`src/rtl/sy_ppl_instr_queue.sv`:
```
// Fetch-side instruction queue behind the realigner: in-order multi-slot push, single-entry pop.
// Optional empty-queue bypass when SY_INSTR_QUEUE_BYPASS_EN is defined.
module sy_ppl_instr_queue #(
  parameter int unsigned INSTR_PER_FETCH = 2,
  parameter int unsigned DEPTH           = 8
) (
  input  logic                               clk_i,
  input  logic                               rst_ni,
  input  logic                               flush_i,
  input  logic [INSTR_PER_FETCH-1:0]         valid_i,
  input  logic [INSTR_PER_FETCH*64-1:0]      addr_i,
  input  logic [INSTR_PER_FETCH*32-1:0]      instr_i,
  output logic                               ready_o,
  output logic                               valid_o,
  output logic [63:0]                        addr_o,
  output logic [31:0]                        instr_o,
  output logic                               is_compressed_o,
  input  logic                               ready_i,
  output logic [$clog2(DEPTH+1)-1:0]         count_o
);

  localparam int unsigned CNT_W = $clog2(DEPTH+1);
  localparam int unsigned PTR_W = $clog2(DEPTH);
  localparam int unsigned IDX_W = (INSTR_PER_FETCH > 1) ? $clog2(INSTR_PER_FETCH) : 1;
  localparam logic [CNT_W-1:0] DEPTH_C = CNT_W'(DEPTH);
  localparam logic [CNT_W-1:0] IPF_C   = CNT_W'(INSTR_PER_FETCH);

  function automatic logic [CNT_W-1:0] popcount(input logic [INSTR_PER_FETCH-1:0] v);
    logic [CNT_W-1:0] n;
    n = {CNT_W{1'b0}};
    for (int i = 0; i < INSTR_PER_FETCH; i++) begin
      n = n + CNT_W'(v[i]);
    end
    return n;
  endfunction

  logic [63:0]          addr_mem_r  [DEPTH];
  logic [31:0]          instr_mem_r [DEPTH];
  logic [PTR_W-1:0]     rd_ptr_r;
  logic [PTR_W-1:0]     wr_ptr_r;
  logic [CNT_W-1:0]     count_r;

  logic                 push_en_s;
  logic                 pop_s;
  logic                 bypass_s;
  logic                 byp_pop_s;
  logic                 head_adv_s;
  logic [IDX_W-1:0]     first_s;
  logic [CNT_W-1:0]     push_cnt_s;
  logic [CNT_W-1:0]     wr_cnt_s;
  logic [INSTR_PER_FETCH-1:0] wr_en_s;
  logic [PTR_W-1:0]     wr_idx_s [INSTR_PER_FETCH];
  logic [63:0]          head_addr_s;
  logic [31:0]          head_instr_s;

  // Admission uses pre-pop occupancy so a full group always fits
  assign ready_o    = (DEPTH_C - count_r) >= IPF_C;
  assign push_en_s  = ready_o & ~flush_i;
  assign push_cnt_s = push_en_s ? popcount(valid_i) : {CNT_W{1'b0}};

`ifdef SY_INSTR_QUEUE_BYPASS_EN
  // Head selection: oldest valid input slot when the queue is empty, else storage
  always_comb begin
    bypass_s = (count_r == {CNT_W{1'b0}}) & push_en_s & (|valid_i);
    first_s  = {IDX_W{1'b0}};
    for (int i = INSTR_PER_FETCH - 1; i >= 0; i--) begin
      first_s = valid_i[i] ? IDX_W'(i) : first_s;
    end
    if (bypass_s) begin
      head_addr_s  = addr_i[int'(first_s)*64 +: 64];
      head_instr_s = instr_i[int'(first_s)*32 +: 32];
    end else begin
      head_addr_s  = addr_mem_r[rd_ptr_r];
      head_instr_s = instr_mem_r[rd_ptr_r];
    end
  end
`else
  // Head always comes from storage; no input-to-output path
  always_comb begin
    bypass_s     = 1'b0;
    first_s      = {IDX_W{1'b0}};
    head_addr_s  = addr_mem_r[rd_ptr_r];
    head_instr_s = instr_mem_r[rd_ptr_r];
  end
`endif

  assign valid_o         = ((count_r != {CNT_W{1'b0}}) | bypass_s) & ~flush_i;
  assign pop_s           = valid_o & ready_i;
  assign byp_pop_s       = bypass_s & ready_i;
  assign head_adv_s      = pop_s & ~byp_pop_s;
  assign addr_o          = head_addr_s;
  assign instr_o         = head_instr_s;
  assign is_compressed_o = valid_o & ~(&head_instr_s[1:0]);
  assign count_o         = count_r;

  // Compact valid slots in order; a bypassed-and-consumed slot is not stored
  always_comb begin
    logic [CNT_W-1:0] seen;
    seen = {CNT_W{1'b0}};
    for (int i = 0; i < INSTR_PER_FETCH; i++) begin
      wr_en_s[i]  = push_en_s & valid_i[i] & ~(byp_pop_s & (first_s == IDX_W'(i)));
      wr_idx_s[i] = wr_ptr_r + PTR_W'(seen);
      seen        = seen + CNT_W'(wr_en_s[i]);
    end
    wr_cnt_s = seen;
  end

  // Pointer and occupancy update; flush wins over push and pop
  always_ff @(posedge clk_i or negedge rst_ni) begin
    if (!rst_ni) begin
      count_r  <= {CNT_W{1'b0}};
      rd_ptr_r <= {PTR_W{1'b0}};
      wr_ptr_r <= {PTR_W{1'b0}};
    end else if (flush_i) begin
      count_r  <= {CNT_W{1'b0}};
      rd_ptr_r <= {PTR_W{1'b0}};
      wr_ptr_r <= {PTR_W{1'b0}};
    end else begin
      count_r  <= count_r + wr_cnt_s - CNT_W'(head_adv_s);
      rd_ptr_r <= rd_ptr_r + PTR_W'(head_adv_s);
      wr_ptr_r <= wr_ptr_r + PTR_W'(wr_cnt_s);
    end
  end

  // Entry storage
  always_ff @(posedge clk_i or negedge rst_ni) begin
    if (!rst_ni) begin
      for (int d = 0; d < DEPTH; d++) begin
        addr_mem_r[d]  <= 64'h0;
        instr_mem_r[d] <= 32'h0;
      end
    end else begin
      for (int i = 0; i < INSTR_PER_FETCH; i++) begin
        if (wr_en_s[i]) begin
          addr_mem_r[wr_idx_s[i]]  <= addr_i[i*64 +: 64];
          instr_mem_r[wr_idx_s[i]] <= instr_i[i*32 +: 32];
        end
      end
    end
  end

  sy_ppl_instr_queue_chk #(
    .DEPTH (DEPTH)
  ) u_chk (
    .clk_i      (clk_i),
    .rst_ni     (rst_ni),
    .push_en_i  (push_en_s),
    .push_cnt_i (push_cnt_s),
    .count_i    (count_r)
  );

endmodule

// Simulation checks on occupancy bounds of the instruction queue.
module sy_ppl_instr_queue_chk #(
  parameter int unsigned DEPTH = 8
) (
  input logic                       clk_i,
  input logic                       rst_ni,
  input logic                       push_en_i,
  input logic [$clog2(DEPTH+1)-1:0] push_cnt_i,
  input logic [$clog2(DEPTH+1)-1:0] count_i
);
  localparam int unsigned CNT_W = $clog2(DEPTH+1);
  localparam logic [CNT_W-1:0] DEPTH_C = CNT_W'(DEPTH);

  a_no_overflow_push: assert property (@(posedge clk_i) disable iff (!rst_ni)
    !(push_en_i && (count_i > (DEPTH_C - push_cnt_i))));

  a_count_bound: assert property (@(posedge clk_i) disable iff (!rst_ni)
    count_i <= DEPTH_C);
endmodule
```
`config.mk`:
```
export PLATFORM = sky130hd
export DESIGN_NAME = sy_ppl_instr_queue
export DESIGN_NICKNAME = d
export VERILOG_FILES = /design/src/rtl/sy_ppl_instr_queue.sv
export SDC_FILE = /design/constraint.sdc
export NUM_CORES = 2
export LEC_CHECK = 0
export ABC_CLOCK_PERIOD_IN_PS = 5090
export CORE_UTILIZATION = 35
export CTS_BUF_LIST = sky130_fd_sc_hd__clkbuf_8
export DETAILED_ROUTE_END_ITERATION = 8
export GPL_ROUTABILITY_DRIVEN = 0
export HOLD_SLACK_MARGIN = 0.06
export PLACE_DENSITY = 0.56
export SETUP_SLACK_MARGIN = 0.02
export SYNTH_ARGS = -nofsm -noshare
export SYNTH_HDL_FRONTEND = slang
export SYNTH_SLANG_ARGS = --single-unit
```
`constraint.sdc`:
```
create_clock -name clk_i -period 5.09 [get_ports clk_i]
set_input_delay 0.7635 -clock clk_i [delete_from_list [all_inputs] [get_ports clk_i]]
set_output_delay 0.7635 -clock clk_i [all_outputs]
set_load 0.01 [all_outputs]
```
==> metrics <==
initial antenna violation count 20; Worst-Skew Late Latency 920 ps; IO Pins 301; drt pass-1 iters 9; wirelength, routed 204 mm; FP Rows approximately 130; clk sinks 778; CTS Root Cell clkbuf_8; wire per inst 29.7 um; Least-Margin Pin Slew 1240 ps; sequential fraction of the synthesis area 0.415; PwrDens 580 nW/um^2; period utilisation layout 0.884; RSZ-0062 raised after global routing no; synth unique cells 36; Port Buffers 300; Synth Cell Area roughly 47,000 um^2; Clock Skew 58.5 ps; Logic pwr share 0.475; max incr delay on CP 840 ps; post-route insts no fill 6,880; setup_tns 0 ps; Max Buffers Root-to-Sink 3; Post-Syn Instances 5,211; share of cells above drive strength 1 0.128; Slew headroom 0.172; area share of the largest cell type after synthesis 0.415; largest net degree at the start of global routing between 300 and 400; Tmin final 4500 ps; max-cap viol count 0; HPWL Detailed 101 mm; number of global-route vias before repair about 43k; final net count about 5.2k; Pint 0.0171 W; CTS tree done; drt via density between 6 and 7; Die X between 300 and 400 um; H-tree levels 4; Die Ht 368 um; worst reg2reg setup slack 710 ps; f_max 222 MHz; Clk network pwr share 0.210; global-route wire length before repair roughly 300 mm; Synth Flop Type dfrtp_1; core area roughly 130,000 um^2; synth top area cells dfrtp_1 (41%), a31oi_1 (10%), or3_1 (10%); Layout area overhead 14.5%; initial core utilization 0.352; Yosys reg bits 778; vias post-DR roughly 46k; Post-synth ARST share 1.00; final-layout fill cell count ~13k; synthesized net count 5,425; critical path class reg2out; Routed Antenna Nets 0; Setup crit end kind primary output; Syn. warnings 0; Resized cells post-CTS 0; Sw Share 0.451; critical path peak fanout 54; CTS Buf Count 148; Post-synth EDFFs 0; critical path data arrival time 3740 ps; worst hold path class in2async; global route total overflow 0; die area around 140,000 um^2; Slew Limit Fails 0; Leak around 19 nW; Slowest cell on crit path dfrtp_4; crit path cell chain buf_12 > mux4_2 > mux2_2 > clkdlybuf4s50_1; sequential power share 0.315; status completed; cell taking the most area after synthesis dfrtp_1; CP Launch Type flip-flop; VDD IR-drop max 693 uV; net switching power 0.0141 W; Final setup violation count 0; Clock Pin Slew Worst Setup and Hold Paths 60 ps; placed cells 6,609; Critical Path RT 4330 ps; final-report hold violation count 0; gr usage total 0.293; # DRC 0; 1st-iter DRT viols between 5k and 6k; Syn Area/Cell 9.01 um^2
timing repair:
action                                 in CTS  in global routing
buffers inserted                            0                  0
endpoints found under the hold margin      79                  0
hold buffers                                1                  0
cell type report:
cell class                      count  area [um^2]  area share
Clock inverter                     77          460     0.00857
Timing Repair Buffer              414         4380      0.0815
Inverter                           13         48.8    0.000908
Antenna cell                        5         12.5    0.000233
Tap cell                         1768         2210      0.0412
Multi-Input combinational cell   3637        24600       0.457
Clock buffer                      188         2590      0.0481
Sequential cell                   778        19500       0.362
cell usage in the layout (no fill, tap or decap), drive strengths merged, types with 3 or more instances in the layout:
| master | count |
|---|---|
| clkdlybuf4s50 | 298 |
| nor2b | 9 |
| bufinv | 4 |
| clkbuf | 189 |
| nand2 | 8 |
| nor3b | 3 |
| nor2 | 8 |
| nand2b | 6 |
| dfrtp | 778 |
| clkinvlp | 3 |
| clkinv | 15 |
| mux4 | 192 |
| buf | 114 |
| xor2 | 3 |
| o21ai | 769 |
| mux2 | 96 |
| ha | 14 |
| nand4 | 4 |
| or3 | 760 |
| xnor2 | 4 |
| a31oi | 768 |
| nand3 | 208 |
| nor3 | 769 |
| diode | 5 |
| inv | 68 |
power by group through the flow:
stage / Sequential [W] / Clock [W] / Combinational, W
after floorplan: 0.00934 / 0 / 0.0105
after global placement: 0.00983 / 0 / 0.0142
after detailed placement: 0.00982 / 0 / 0.0145
after CTS: 0.00978 / 0.00662 / 0.0145
after global routing: 0.0101 / 0.00688 / 0.0160
final: 0.00982 / 0.00654 / 0.0148
stage by stage:
stage	power, W	hold slack [ps]	instance area (um^2)	setup WS, ps	util
after floorplan	0.0199	468	46900	1270	-
after detailed placement	0.0244	549	50700	879	0.380
after CTS	0.0309	532	53700	459	0.403
final	0.0312	542	53700	590	0.403
after global routing	0.0330	556	53700	265	0.403
after global placement	0.0241	540	50700	1040	0.380
metal layers:
metal	vias up	track usage	part of all wire	routed length, um
met3	477	0.0747	0.11	22900
met1	22900	0.410	0.41	84300
met5	-	0	0.00080	163
met4	28	0.102	0.032	6450
met2	2893	0.436	0.44	90400
li1	19500	-	-	-
sequential cells by signal, indices dropped and copies added, names as in the netlist:
signal / cells
instr_mem_r: 256
wr_ptr_r: 3
addr_mem_r: 512
count_o: 4
rd_ptr_r: 3
worst max-delay path: cells and delay by family (launching register included):
family,cells,cell delay [ps]
buf+inv,2,1040
mux,2,900
flops,1,840
kinds of logic after synthesis:
kind of cell | after synthesis | share of synthesized area
buffers and inverters | 796 | 0.0678
AND/OR/NAND/NOR | 1784 | 0.211
flip-flops | 778 | 0.415
AO/OA/AOI/OAI | 1542 | 0.185
multiplexers | 288 | 0.115
XOR/XNOR | 7 | 0.00131
adder cells (fa/ha/maj) | 16 | 0.00459
worst paths after layout:
check / start / cells past startpoint / to
setup / recovery: rd_ptr_r[0] / 4 / addr_o[37]
hold / removal: rst_ni / 2 / instr_mem_r[251]
setup reg to reg: count_o[0] / 9 / addr_mem_r[121]
hold reg to reg: instr_mem_r[159] / 2 / instr_mem_r[159]
max in group asynchronous: rst_ni / 3 / addr_mem_r[443]
min in group clk_i: instr_mem_r[159] / 2 / instr_mem_r[159]
synthesized netlist by cell type (all sizes together) (2+ instances only):
cell type	n
nand4	4
a31oi	768
xnor2	4
nor2b	9
fa	2
dfrtp	778
clkbuf	569
a21oi	2
nand2b	6
mux2	96
xor2	3
inv	13
buf	214
ha	14
o21ai	769
nand2	8
and3	2
nor3	769
nor3b	3
nand3	208
or3	760
mux4	192
nor2	8
No activity file was read; power rests on OpenSTA's default activity.
